--- src/rtl/ff_bank_ego1_pkg.sv ---
// ff_bank_pkg: shared definitions for the ff_bank_ego1 flip-flop bank.
//   - mode_e   : per-cycle flip-flop behaviour (SR / JK / D / T)
//   - sr_pol_e : resolution of S=R=1 in SR mode
//   - next_q() : single-bit next-state decode shared by every channel
package ff_bank_pkg;

  typedef enum logic [1:0] {
    MODE_SR = 2'b00,
    MODE_JK = 2'b01,
    MODE_D  = 2'b10,
    MODE_T  = 2'b11
  } mode_e;

  typedef enum logic [1:0] {
    POL_HOLD  = 2'd0,
    POL_SET   = 2'd1,
    POL_RESET = 2'd2
  } sr_pol_e;

  // Next state of one bit. The b input is ignored in D and T modes.
  // An undefined policy code (3) falls through to hold.
  function automatic logic next_q(input logic [1:0] mode,
                                  input logic       a,
                                  input logic       b,
                                  input logic       q,
                                  input logic [1:0] policy);
    logic nq;
    nq = q;
    case (mode)
      MODE_SR: begin
        case ({a, b})
          2'b10:   nq = 1'b1;
          2'b01:   nq = 1'b0;
          2'b11: begin
            case (policy)
              POL_SET:   nq = 1'b1;
              POL_RESET: nq = 1'b0;
              default:   nq = q;
            endcase
          end
          default: nq = q;
        endcase
      end
      MODE_JK: begin
        case ({a, b})
          2'b10:   nq = 1'b1;
          2'b01:   nq = 1'b0;
          2'b11:   nq = ~q;
          default: nq = q;
        endcase
      end
      MODE_D:  nq = a;
      default: nq = q ^ a;
    endcase
    return nq;
  endfunction

endpackage

--- src/rtl/ff_bank_ego1_if.sv ---
// ff_bank_ego1_if: control/data bundle of the flip-flop bank.
//   master : drives mode, en, a, b, clr_flags; observes q, qn, err_sr, chg_cnt
//   slave  : the bank itself
interface ff_bank_ego1_if #(
  parameter int WIDTH = 8,
  parameter int CNT_W = 8
);
  logic [1:0]       mode;
  logic             en;
  logic [WIDTH-1:0] a;
  logic [WIDTH-1:0] b;
  logic             clr_flags;
  logic [WIDTH-1:0] q;
  logic [WIDTH-1:0] qn;
  logic [WIDTH-1:0] err_sr;
  logic [CNT_W-1:0] chg_cnt;

  modport master (
    output mode, en, a, b, clr_flags,
    input  q, qn, err_sr, chg_cnt
  );

  modport slave (
    input  mode, en, a, b, clr_flags,
    output q, qn, err_sr, chg_cnt
  );
endinterface

--- src/rtl/ff_bank_ego1_cell.sv ---
// ff_cell: one storage channel of the bank.
//   clk, rst_n     : clock, synchronous active-low reset
//   mode_i, en_i   : behaviour select and clock enable
//   a_i, b_i       : S/J/D/T and R/K inputs
//   clr_flags_i    : clears the sticky error bit
//   q_o            : stored bit
//   q_nxt_o        : value q will take at the next edge (for change detect)
//   err_o          : sticky S=R=1 flag
module ff_cell
  import ff_bank_pkg::*;
#(
  parameter logic [1:0] SR_POLICY = POL_HOLD,
  parameter logic       RST_BIT   = 1'b0
) (
  input  logic       clk,
  input  logic       rst_n,
  input  logic [1:0] mode_i,
  input  logic       en_i,
  input  logic       a_i,
  input  logic       b_i,
  input  logic       clr_flags_i,
  output logic       q_o,
  output logic       q_nxt_o,
  output logic       err_o
);

  logic q_q, q_d;
  logic err_q, err_d;
  logic sr_conflict;

  always_comb begin
    q_d         = q_q;
    err_d       = err_q;
    sr_conflict = en_i && (mode_i == MODE_SR) && a_i && b_i;
    if (en_i) begin
      q_d = next_q(mode_i, a_i, b_i, q_q, SR_POLICY);
    end
    // A fresh conflict beats a simultaneous clear so no event is lost.
    if (sr_conflict) begin
      err_d = 1'b1;
    end else if (clr_flags_i) begin
      err_d = 1'b0;
    end
  end

  always_ff @(posedge clk) begin
    if (!rst_n) begin
      q_q   <= RST_BIT;
      err_q <= 1'b0;
    end else begin
      q_q   <= q_d;
      err_q <= err_d;
    end
  end

  assign q_o     = q_q;
  assign q_nxt_o = q_d;
  assign err_o   = err_q;

endmodule

--- src/rtl/ff_bank_ego1.sv ---
// ff_bank_ego1: WIDTH-channel clocked flip-flop bank, selectable SR/JK/D/T,
// with sticky S=R=1 error flags and a saturating change counter.
//   clk, rst_n : clock, synchronous active-low reset
//   bus        : slave side of ff_bank_ego1_if
//                (mode, en, a, b, clr_flags in; q, qn, err_sr, chg_cnt out)
module ff_bank_ego1
  import ff_bank_pkg::*;
#(
  parameter int               WIDTH     = 8,
  parameter int               CNT_W     = 8,
  parameter int               SR_POLICY = 0,
  parameter logic [WIDTH-1:0] RST_VAL   = '0
) (
  input  logic clk,
  input  logic rst_n,
  ff_bank_ego1_if.slave bus
);

  localparam logic [1:0]       POLICY  = SR_POLICY[1:0];
  localparam logic [CNT_W-1:0] CNT_MAX = '1;

  logic [WIDTH-1:0] q_w;
  logic [WIDTH-1:0] q_nxt_w;
  logic [WIDTH-1:0] err_w;
  logic [CNT_W-1:0] cnt_q, cnt_d;
  logic             changed;

  for (genvar i = 0; i < WIDTH; i++) begin : g_cell
    ff_cell #(
      .SR_POLICY (POLICY),
      .RST_BIT   (RST_VAL[i])
    ) u_cell (
      .clk         (clk),
      .rst_n       (rst_n),
      .mode_i      (bus.mode),
      .en_i        (bus.en),
      .a_i         (bus.a[i]),
      .b_i         (bus.b[i]),
      .clr_flags_i (bus.clr_flags),
      .q_o         (q_w[i]),
      .q_nxt_o     (q_nxt_w[i]),
      .err_o       (err_w[i])
    );
  end

  // q_nxt_w already equals q_w when en=0; the en term keeps intent explicit.
  assign changed = bus.en && (q_nxt_w != q_w);

  always_comb begin
    cnt_d = cnt_q;
    if (bus.clr_flags) begin
      cnt_d = '0;
    end else if (changed && (cnt_q != CNT_MAX)) begin
      cnt_d = cnt_q + CNT_W'(1);
    end
  end

  always_ff @(posedge clk) begin
    if (!rst_n) begin
      cnt_q <= '0;
    end else begin
      cnt_q <= cnt_d;
    end
  end

  assign bus.q       = q_w;
  assign bus.qn      = ~q_w;
  assign bus.err_sr  = err_w;
  assign bus.chg_cnt = cnt_q;

endmodule

--- src/flat_wrapper.sv ---
// flat-port wrapper written by rule: the top's interface ports become plain ports
module ff_bank_ego1_flat import ff_bank_pkg::*;
#(
  parameter int               WIDTH     = 8,
  parameter int               CNT_W     = 8,
  parameter int               SR_POLICY = 0,
  parameter logic [WIDTH-1:0] RST_VAL   = '0
)
  (clk, rst_n, bus_mode, bus_en, bus_a, bus_b, bus_clr_flags, bus_q, bus_qn, bus_err_sr, bus_chg_cnt);
  ff_bank_ego1_if #(.WIDTH(WIDTH), .CNT_W(CNT_W)) bus_i ();
  input  logic clk;
  input  logic rst_n;
  input wire logic [$bits(bus_i.mode)-1:0] bus_mode;
  input wire logic [$bits(bus_i.en)-1:0] bus_en;
  input wire logic [$bits(bus_i.a)-1:0] bus_a;
  input wire logic [$bits(bus_i.b)-1:0] bus_b;
  input wire logic [$bits(bus_i.clr_flags)-1:0] bus_clr_flags;
  output wire logic [$bits(bus_i.q)-1:0] bus_q;
  output wire logic [$bits(bus_i.qn)-1:0] bus_qn;
  output wire logic [$bits(bus_i.err_sr)-1:0] bus_err_sr;
  output wire logic [$bits(bus_i.chg_cnt)-1:0] bus_chg_cnt;
  assign bus_i.mode = bus_mode;
  assign bus_i.en = bus_en;
  assign bus_i.a = bus_a;
  assign bus_i.b = bus_b;
  assign bus_i.clr_flags = bus_clr_flags;
  assign bus_q = bus_i.q;
  assign bus_qn = bus_i.qn;
  assign bus_err_sr = bus_i.err_sr;
  assign bus_chg_cnt = bus_i.chg_cnt;
  ff_bank_ego1 #(.WIDTH(WIDTH), .CNT_W(CNT_W), .SR_POLICY(SR_POLICY), .RST_VAL(RST_VAL)) u_core (.clk(clk), .rst_n(rst_n), .bus(bus_i));
endmodule
--- config.mk ---
export PLATFORM = sky130hd
export DESIGN_NAME = ff_bank_ego1_flat
export DESIGN_NICKNAME = d
export VERILOG_FILES = /design/src/rtl/ff_bank_ego1_pkg.sv /design/src/rtl/ff_bank_ego1_if.sv /design/src/rtl/ff_bank_ego1_cell.sv /design/src/rtl/ff_bank_ego1.sv /design/src/flat_wrapper.sv
export SDC_FILE = /design/constraint.sdc
export NUM_CORES = 1
export LEC_CHECK = 0
export ABC_AREA = 0
export CAP_MARGIN = 0
export CELL_PAD_IN_SITES_DETAIL_PLACEMENT = 1
export CELL_PAD_IN_SITES_GLOBAL_PLACEMENT = 2
export CORE_ASPECT_RATIO = 0.7
export CORE_MARGIN = 8
export CORE_UTILIZATION = 31
export CTS_BUF_LIST = sky130_fd_sc_hd__clkbuf_2
export CTS_CLUSTER_SIZE = 14
export DETAILED_ROUTE_END_ITERATION = 6
export GPL_TIMING_DRIVEN = 1
export HOLD_SLACK_MARGIN = 0.1
export MAX_ROUTING_LAYER = met4
export PLACE_DENSITY = 0.95
export REMOVE_ABC_BUFFERS = 1
export SLEW_MARGIN = 20
export SYNTH_ARGS = -nofsm -noshare
export SYNTH_HDL_FRONTEND = slang
export SYNTH_SLANG_ARGS = --single-unit
--- constraint.sdc ---
create_clock -name clk -period 6.7 [get_ports clk]
set_input_delay 1.34 -clock clk [delete_from_list [all_inputs] [get_ports clk]]
set_output_delay 1.34 -clock clk [all_outputs]
set_load 0.005 [all_outputs]
## After elaboration in Yosys (flattened, before gate mapping)

Index checks and enable logic that the tools add are counted.
Widths: inputs -> output; s select.

| word-level totals | value |
|---|---|
| flip-flop bits (word level) | 24 |
| input port bits | 22 |
| output and inout bits | 32 |

| operators by class | value |
|---|---|
| add/sub/neg operators | 1 |
| equal/unequal tests | 28 |
| multiplexer cells | 41 |
| bitwise logic cells | 18 |
| reductions and logical operators | 29 |

Operator list:

| cell | number |
|---|---|
| $pmux 1 s3 | 16 |
| $eq 2x2->1 const B | 17 |
| $logic_and 1x1->1 | 19 |
| $eq 2x1->1 const B | 9 |
| $mux 1 | 17 |
| $pmux 1 s2 | 8 |
| $reduce_bool 2->1 | 8 |
| $not 1->1 | 9 |
| $add 8x1->8 const B | 1 |
| $ne 8x8->1 | 1 |
| $ne 8x8->1 const B | 1 |
| $not 8->8 | 1 |
| $xor 1x1->1 | 8 |
| $logic_not 2->1 | 1 |
| $reduce_or 2->1 | 1 |

## Logic depth before layout (Yosys ltp)

Gate-level depths: netlist of run 1.

| logic depth | value |
|---|---|
| word-level depth | 7 |
| mapped depth | 10 |

## Modules after synthesis

From an unflattened synthesis of run 1, not the netlist that was laid out.

| second synthesis, totals | value |
|---|---|
| cells, all modules | 231 |
| area total of the unflattened synthesis | 1938.1 um^2 |

By module, submodules not included:

| module | instances | cells an instance | area an instance (um^2) |
|---|---|---|---|
| ff_cell | 8 | 20 | 172.7 |
| ff_bank_ego1 | 1 | 71 | 556.8 |

## Worst setup path before layout of run 1

Ideal clock, no wire load.

| timing path | value |
|---|---|
| kind | input-to-reg |
| from | input port bus_b[2] |
| to | register u_core.cnt_q[7] (netlist: u_core.bus.chg_cnt[7]) |
| setup time | 0.121 ns |
| data arrival time | 3.357 ns |
| data required time | 6.579 ns |
| setup slack | 3.222 ns |
| stages on the path | 10 |
| path buffers | 1 |
| path through | inv_1 ha_1 mux2i_4 xnor2_1 a221o_1 or4_4 nor3b_4 buf_6 or4_1 o21ai_0 |

| between the ends | value |
|---|---|
| cells in the longest elaborated chain, start to end | 7 |
| elaborated cells on any way between the ends | 10 |
| those cells by class | 4 x eq/ne; 4 x mux; 2 x reduce/logical |

Ends and longest elaborated chain:

| element | line | source |
|---|---|---|
| start: declaration | flat_wrapper.sv:16 | `input wire logic [$bits(bus_i.b)-1:0] bus_b;` |
| $eq 2x2->1 / $eq 2x1->1 (equally long branches) | ff_bank_ego1_pkg.sv:31, ff_bank_ego1_pkg.sv:45 |  |
| $pmux 1 s3 / $pmux 1 s2 (equally long branches) | ff_bank_ego1_pkg.sv:45, ff_bank_ego1_pkg.sv:31 |  |
| $pmux 1 s3 (*) | ff_bank_ego1_pkg.sv:29 | `case (mode)` |
| $mux 1 (*) | ff_bank_ego1_cell.sv:35 | `if (en_i) begin` |
| $ne 8x8->1 (*) | ff_bank_ego1.sv:47 | `assign changed = bus.en && (q_nxt_w != q_w);` |
| $logic_and 1x1->1 (*) | ff_bank_ego1.sv:47 |  |
| $logic_and 1x1->1 (*) | ff_bank_ego1.sv:53 | `end else if (changed && (cnt_q != CNT_MAX)) begin` |
| end signal: assignment | ff_bank_ego1.sv:62 | `cnt_q <= cnt_d;` |
| end: declaration | ff_bank_ego1.sv:25 | `logic [CNT_W-1:0] cnt_q, cnt_d;` |

Mark *: on every way between the ends. The rest lies on a longest branch, timed or not.
A chain may end at the register's enable or synchronous reset.

## Worst setup path in the final report of run 1

Same ends and word-level chain as after synthesis.

==> results.md, run 1 <==
- Largest net degree at the start of global routing: 41
- Layout cells sized above 1: 6.39%
- Slowest-stage cell, CP: or4_4
- Max Fclk: approximately 260 MHz
- # port buffers: 53
- Setup crit start kind: input pin
- First-pass GRT wire length: 11800 um
- Finished Layout Cells: 407
- Critical path class: in2reg
- Fin nets: 345
- Vias in the first global route: between 2000 and 2500
- Synth Area in Compound Gates: 30.8%
- Fill cell count: about 840
- Asr flop ratio synth: 0%
- Critical path endpoint category: register
- Layout Utilization: about two fifths
- Clk slew on worst S/H paths: 230 ps
- Fin. Hold Viols: 0
- Initial Utilization: 32.5%
- HP Class: reg2reg
- Mapped Area: 2220 um2
- #FFs+latches synth: 24
- DR pass1 iterations: 4
- Post-synth EDFFs: 0
- Crit-path leading delay family: simple AND/OR/NAND/NOR gates
- Setup violators final: 0
- Die H: 86.9 um
- Peak VDD IR: roughly 0.048 mV
- Setup bufs post-CTS: 0
- Post-CTS Hold Fix Bufs: 0
- Area of the multi-input gates: around 1400 um2
- Diode count: 0
- Routed wire length: 7040 um
- FF+latch area: 480 um2
- Largest family of logic cells by synthesized area: compound AO/OA/AOI/OAI gates
- LEAKAGE: about 1 nW
- Area delta synth->final: 20.5%
- Routed len/inst: 17.3 um
- Core region area: 6850 um2
- Required time worst endpoint: 6980 ps
- Die Wd: 117 um
- H-tree depth: 1
- Synth Area in Simple Gates: 23.1%
- Vias/cell: 5.53
- Synth Area in Adders: 5.06%
- Synth area leaders: dfxtp_1 22%, buf_4 5.7%, a21oi_1 5.2%
- Final period util: 58.5%
- CTS resizes: 0
- # clock sinks: 24
- Xor/xnor share of the synthesized area: roughly 1.2%
- Cell Pwr Density: between 100 and 150 nW/um2
- Final Skew: 18.5 ps
- DRC: 0
- GR Util All Layers: between 10% and 20%
- Ys Warns: 0
- Gr ovfl total: 0
- DR iter-0 viols: 97
- Num CTS Buffers: 3
- Via count: 2251
- Synth top area share: 21.6%
- Avg Inst Size Synth: 7.75 um2
- RSZ-0062 raised after global routing: false
- Crit path buffers/inverters: 2
- Area of the die: ~10000 um2
- FP Rows: 25
- Final setup TNS: 0 ps
- CP Cell Sequence: clkdlybuf4s50_1 > inv_1 > ha_1 > mux2i_4 > xnor2_1 > a221o_1 > or4_4 > nor3b_4 > or4_1 > o21ai_0
- RD Place Congestion: 0.794
- Slew headroom: 58.9%
- Max_cap viols: 0
- Post-DRT Antenna Nets: 0
- I/O pin cnt: 54
- Ys flop type: dfxtp_1
- Maximum clock path buffer count: 2
- Clock Latency Late Sink: 370 ps
- Max Slew Vio Count: 0
- # placed instances: 403
- Mapped Cells: approximately 290
- CTS tree: built
- CP max FO: 12
- Initial antenna violation count: 0
- Root Driver: clkbuf_2
- Multiplexer share of the synthesized area: 3.88%
- Cell variety after synth: a little under 60
- Worst Path Arrival: 4200 ps
- Register area share after synthesis: between 20% and 30%
- Area leader, netlist: dfxtp_1
- Slew @ Worst Pin: 614 ps
- Crit-path max cell delay: 570 ps
- Tmin final: 3920 ps
- DP HPWL: 5320 um
- Status: complete, no violations
report_power, final:
group | switching, mW | internal (mW)
Combinational | 0.0649 | 0.0631
Clock | 0.0486 | 0.0130
Sequential | 0.00914 | 0.148
synthesized netlist by cell type, types with 3 or more instances:
| cell | instances |
|---|---|
| nand3_1 | 8 |
| or4_1 | 5 |
| inv_1 | 23 |
| buf_2 | 3 |
| dfxtp_1 | 24 |
| xnor2_1 | 3 |
| a32o_1 | 8 |
| nor2_1 | 13 |
| o211ai_1 | 5 |
| a31oi_1 | 5 |
| or3_1 | 3 |
| o31ai_1 | 7 |
| nand2_1 | 15 |
| clkbuf_1 | 8 |
| nor4_1 | 3 |
| mux2i_1 | 3 |
| a21oi_1 | 23 |
| buf_6 | 5 |
| mux2_2 | 3 |
| nor2b_1 | 8 |
| a211oi_1 | 5 |
| buf_4 | 17 |
| o21ai_0 | 18 |
| nand2b_1 | 11 |
| o311a_1 | 3 |
| nand3b_1 | 3 |
| and3_1 | 3 |
| nand4_1 | 3 |
| ha_1 | 9 |
per-layer routing:
metal / vias to the layer above / share of wire, % / GRT usage [%]
met3: 5 / 4.9 / 2.49
li1: 1108 / - / -
met1: 1083 / 51 / 20.2
met5: - / 0 / -
met2: 55 / 44 / 21.9
met4: 0 / 0.67 / 2.43
state kept, by name, indices dropped and copies added, names as in the netlist:
register	count
u_core.bus.chg_cnt	8
u_core.g_cell.u_cell.err_o	8
u_core.g_cell.u_cell.q_o	8
area by class of cell:
| type | count | share of cell area [%] |
|---|---|---|
| clock inverters | 1 | 0.140 |
| flip-flops and latches | 24 | 17.9 |
| repair buffers | 56 | 20.6 |
| clock buffers | 3 | 0.560 |
| multi-input cells | 206 | 53.1 |
| well taps | 94 | 4.39 |
| inverters | 23 | 3.22 |
metrics by stage:
stage	power (mW)	hold slack (ps)	setup slack, ps	instance area [um2]
final	0.347	498	2780	2680
after detailed placement	0.288	455	2380	2660
after global placement	0.285	445	2460	2660
after floorplan	0.224	466	3160	1990
after global routing	0.372	530	2650	2680
after CTS	0.353	508	2830	2680
worst paths after layout:
| check | slack, ps | end | start | depth (start not counted) |
|---|---|---|---|---|
| setup / recovery | 2780 | u_core.bus.chg_cnt[7] | bus_b[2] | 10 |
| hold / removal | 500 | u_core.g_cell[6].u_cell.err_o | u_core.g_cell[6].u_cell.err_o | 1 |
| setup reg to reg | 4140 | u_core.bus.chg_cnt[7] | u_core.g_cell[2].u_cell.q_o | 7 |
| hold reg to reg | 500 | u_core.g_cell[6].u_cell.err_o | u_core.g_cell[6].u_cell.err_o | 1 |
cells in the final DEF, fill, tap and decap left out, types with 5 or more instances in the layout:
| master | n |
|---|---|
| nand3_1 | 8 |
| nor2_1 | 13 |
| or4_1 | 5 |
| a31oi_1 | 5 |
| nand2b_1 | 11 |
| o31ai_1 | 7 |
| nor2b_1 | 8 |
| a211oi_1 | 5 |
| o21ai_0 | 18 |
| clkdlybuf4s50_1 | 53 |
| a32o_1 | 8 |
| a21oi_1 | 23 |
| ha_1 | 9 |
| dfxtp_1 | 24 |
| nand2_1 | 15 |
| inv_1 | 23 |
| o211ai_1 | 5 |
cell families after synthesis:
logic type	Yosys count
flip-flops	24
AND/OR/NAND/NOR	88
AO/OA/AOI/OAI	99
adder cells (fa/ha/maj)	9
XOR/XNOR	3
multiplexers	7
buffers and inverters	57
Note: power is estimated with default switching activity, not from simulation.
==> inputs of run 2 (changes only) <==
--- a/config.mk
+++ b/config.mk
@@ -11,14 +11,14 @@
 export CELL_PAD_IN_SITES_GLOBAL_PLACEMENT = 2
 export CORE_ASPECT_RATIO = 0.7
 export CORE_MARGIN = 8
-export CORE_UTILIZATION = 31
+export CORE_UTILIZATION = 29
 export CTS_BUF_LIST = sky130_fd_sc_hd__clkbuf_2
 export CTS_CLUSTER_SIZE = 14
 export DETAILED_ROUTE_END_ITERATION = 6
 export GPL_TIMING_DRIVEN = 1
 export HOLD_SLACK_MARGIN = 0.1
 export MAX_ROUTING_LAYER = met4
-export PLACE_DENSITY = 0.95
+export PLACE_DENSITY = 0.93
 export REMOVE_ABC_BUFFERS = 1
 export SLEW_MARGIN = 20
 export SYNTH_ARGS = -nofsm -noshare
==> constraint.sdc (replaced) <==
create_clock -name clk -period 4.05 [get_ports clk]
set_input_delay 0.81 -clock clk [delete_from_list [all_inputs] [get_ports clk]]
set_output_delay 0.81 -clock clk [all_outputs]
set_load 0.005 [all_outputs]
==> run 2 against run 1 <==
Against the previous run:
- die area is 5.8% higher
- final area is 2.1% higher
- count of clock-buffer cells in the layout stayed put
- first-iteration DRC count is 18% higher
- clock skew hardly changed
- largest cell class unchanged
- highest routed layer unchanged
==> results.md, run 2 (synthesized netlist as in run 1, its figures left out) <==
- Vias/cell: 5.46
- Core region area: 7350 um2
- Maximum clock path buffer count: 2
- DR iter-0 viols: between 100 and 150
- Area of the die: 10800 um2
- DR pass1 iterations: 4
- Initial antenna violation count: 0
- Finished Layout Cells: 416
- RSZ-0062 raised after global routing: false
- Die Wd: 121 um
- Setup bufs post-CTS: 0
- Max Fclk: 297 MHz
- Commonest non-fill, non-tap cell in the layout: clkdlybuf4s50_1
- Max_cap viols: 0
- Worst Path Arrival: 3690 ps
- Fin. Hold Viols: 0
- Setup crit start kind: input pin
- Num CTS Buffers: 3
- Clock Latency Late Sink: 380 ps
- Slew headroom: between 60% and 70%
- Tmin final: around 3400 ps
- # clock sinks: 24
- Peak VDD IR: 0.0854 mV
- Cell Pwr Density: 214 nW/um2
- Critical path class: in2reg
- Initial Utilization: 30.3%
- # placed instances: between 400 and 500
- Final setup TNS: 0 ps
- Setup violators final: 0
- HP Class: reg2reg
- Vias in the first global route: 2227
- CTS resizes: 0
- DRC: 0
- Critical path endpoint category: register
- Final Skew: 18.6 ps
- Dpl ws: 262 ps
- Final period util: 83.3%
- DP HPWL: 5510 um
- FP Rows: 26
- H-tree depth: 1
- Required time worst endpoint: 4370 ps
- # port buffers: 53
- Clk slew on worst S/H paths: 270 ps
- Slack of the critical path: 678 ps
- Layout cells sized above 1: 7.86%
- GR Util All Layers: 13.8%
- RD Place Congestion: approximately 0.80
- Post-DRT Antenna Nets: 0
- Slew @ Worst Pin: 522 ps
- Largest net degree at the start of global routing: 43
- Worst hold slack: 507 ps
- Root Driver: clkbuf_2
- CP max FO: 12
- I/O pin cnt: 54
- Die H: about 90 um
- Max Slew Vio Count: 0
- Most frequent cells in the layout: 53 x clkdlybuf4s50_1, 24 x dfxtp_1, 23 x inv_1, 23 x a21oi_1, 18 x o21ai_0
- Area delta synth->final: 23.0%
- LEAKAGE: 1.00 nW
- Final Total Pwr: 0.585 mW
- Diode count: 0
- First-pass GRT wire length: 11600 um
- Via count: 2272
- Routed len/inst: 17.4 um
- Fill cell count: 933
- CTS tree: built
- Status: complete, no violations
- Fin nets: 350
- Gr ovfl total: 0
- Routed wire length: 7250 um
- Post-CTS Hold Fix Bufs: 0
## run 2: changes by cell type in the layout (fill, tap and decap cells not counted), sizes merged
cell | previous run | this run
buf | 3 | 8
## run 2: metrics by stage
step           cell area, um2  utilization (%)
3_5_place_dp             2720             37.0
4_1_cts                  2740             37.2
5_1_grt                  2740             37.2
3_3_place_gp             2720             37.0
2_1_floorplan            1990                -
6_report                 2740             37.2
## run 2: worst paths after layout
| path | startpoint | to | slack, ps | cells after the start |
|---|---|---|---|---|
| max | bus_b[2] | u_core.bus.chg_cnt[0] | 680 | 10 |
| min | u_core.g_cell[6].u_cell.err_o | u_core.g_cell[6].u_cell.err_o | 510 | 1 |
| max reg2reg | u_core.g_cell[2].u_cell.q_o | u_core.bus.chg_cnt[0] | 1490 | 7 |
| min reg2reg | u_core.g_cell[6].u_cell.err_o | u_core.g_cell[6].u_cell.err_o | 510 | 1 |
## run 2: routing by layer
layer / global-route usage, % / wire, um / up-vias
li1: - / - / 1124
met1: 18.2 / 3630 / 1088
met2: 21.3 / 3240 / 54
met3: 2.84 / 314 / 6
met4: 3.05 / 65 / 0
met5: - / 0 / -
## run 2: critical path, cell delays in order
cell,delay (ps)
clkdlybuf4s50_1,510
inv_1,70
ha_1,340
mux2i_4,210
xnor2_1,140
a221o_1,330
or4_4,560
nor3b_4,410
o21ai_0,170
a21oi_1,140
## run 2: cell type report
class,instances,area (um2),share of cell area [%]
Sequential cell,24,480,17.6
Clock inverter,1,3.75,0.137
Clock buffer,3,15.0,0.549
Multi-Input combinational cell,206,1430,52.1
Inverter,23,86.3,3.16
Timing Repair Buffer,61,603,22.0
Tap cell,98,123,4.48
## run 2: power breakdown
group	total [mW]	internal, mW	switching [mW]
clock	0.106	0.0214	0.0849
sequential	0.261	0.245	0.0155
combinational	0.218	0.109	0.109
total	0.585	0.376	0.210
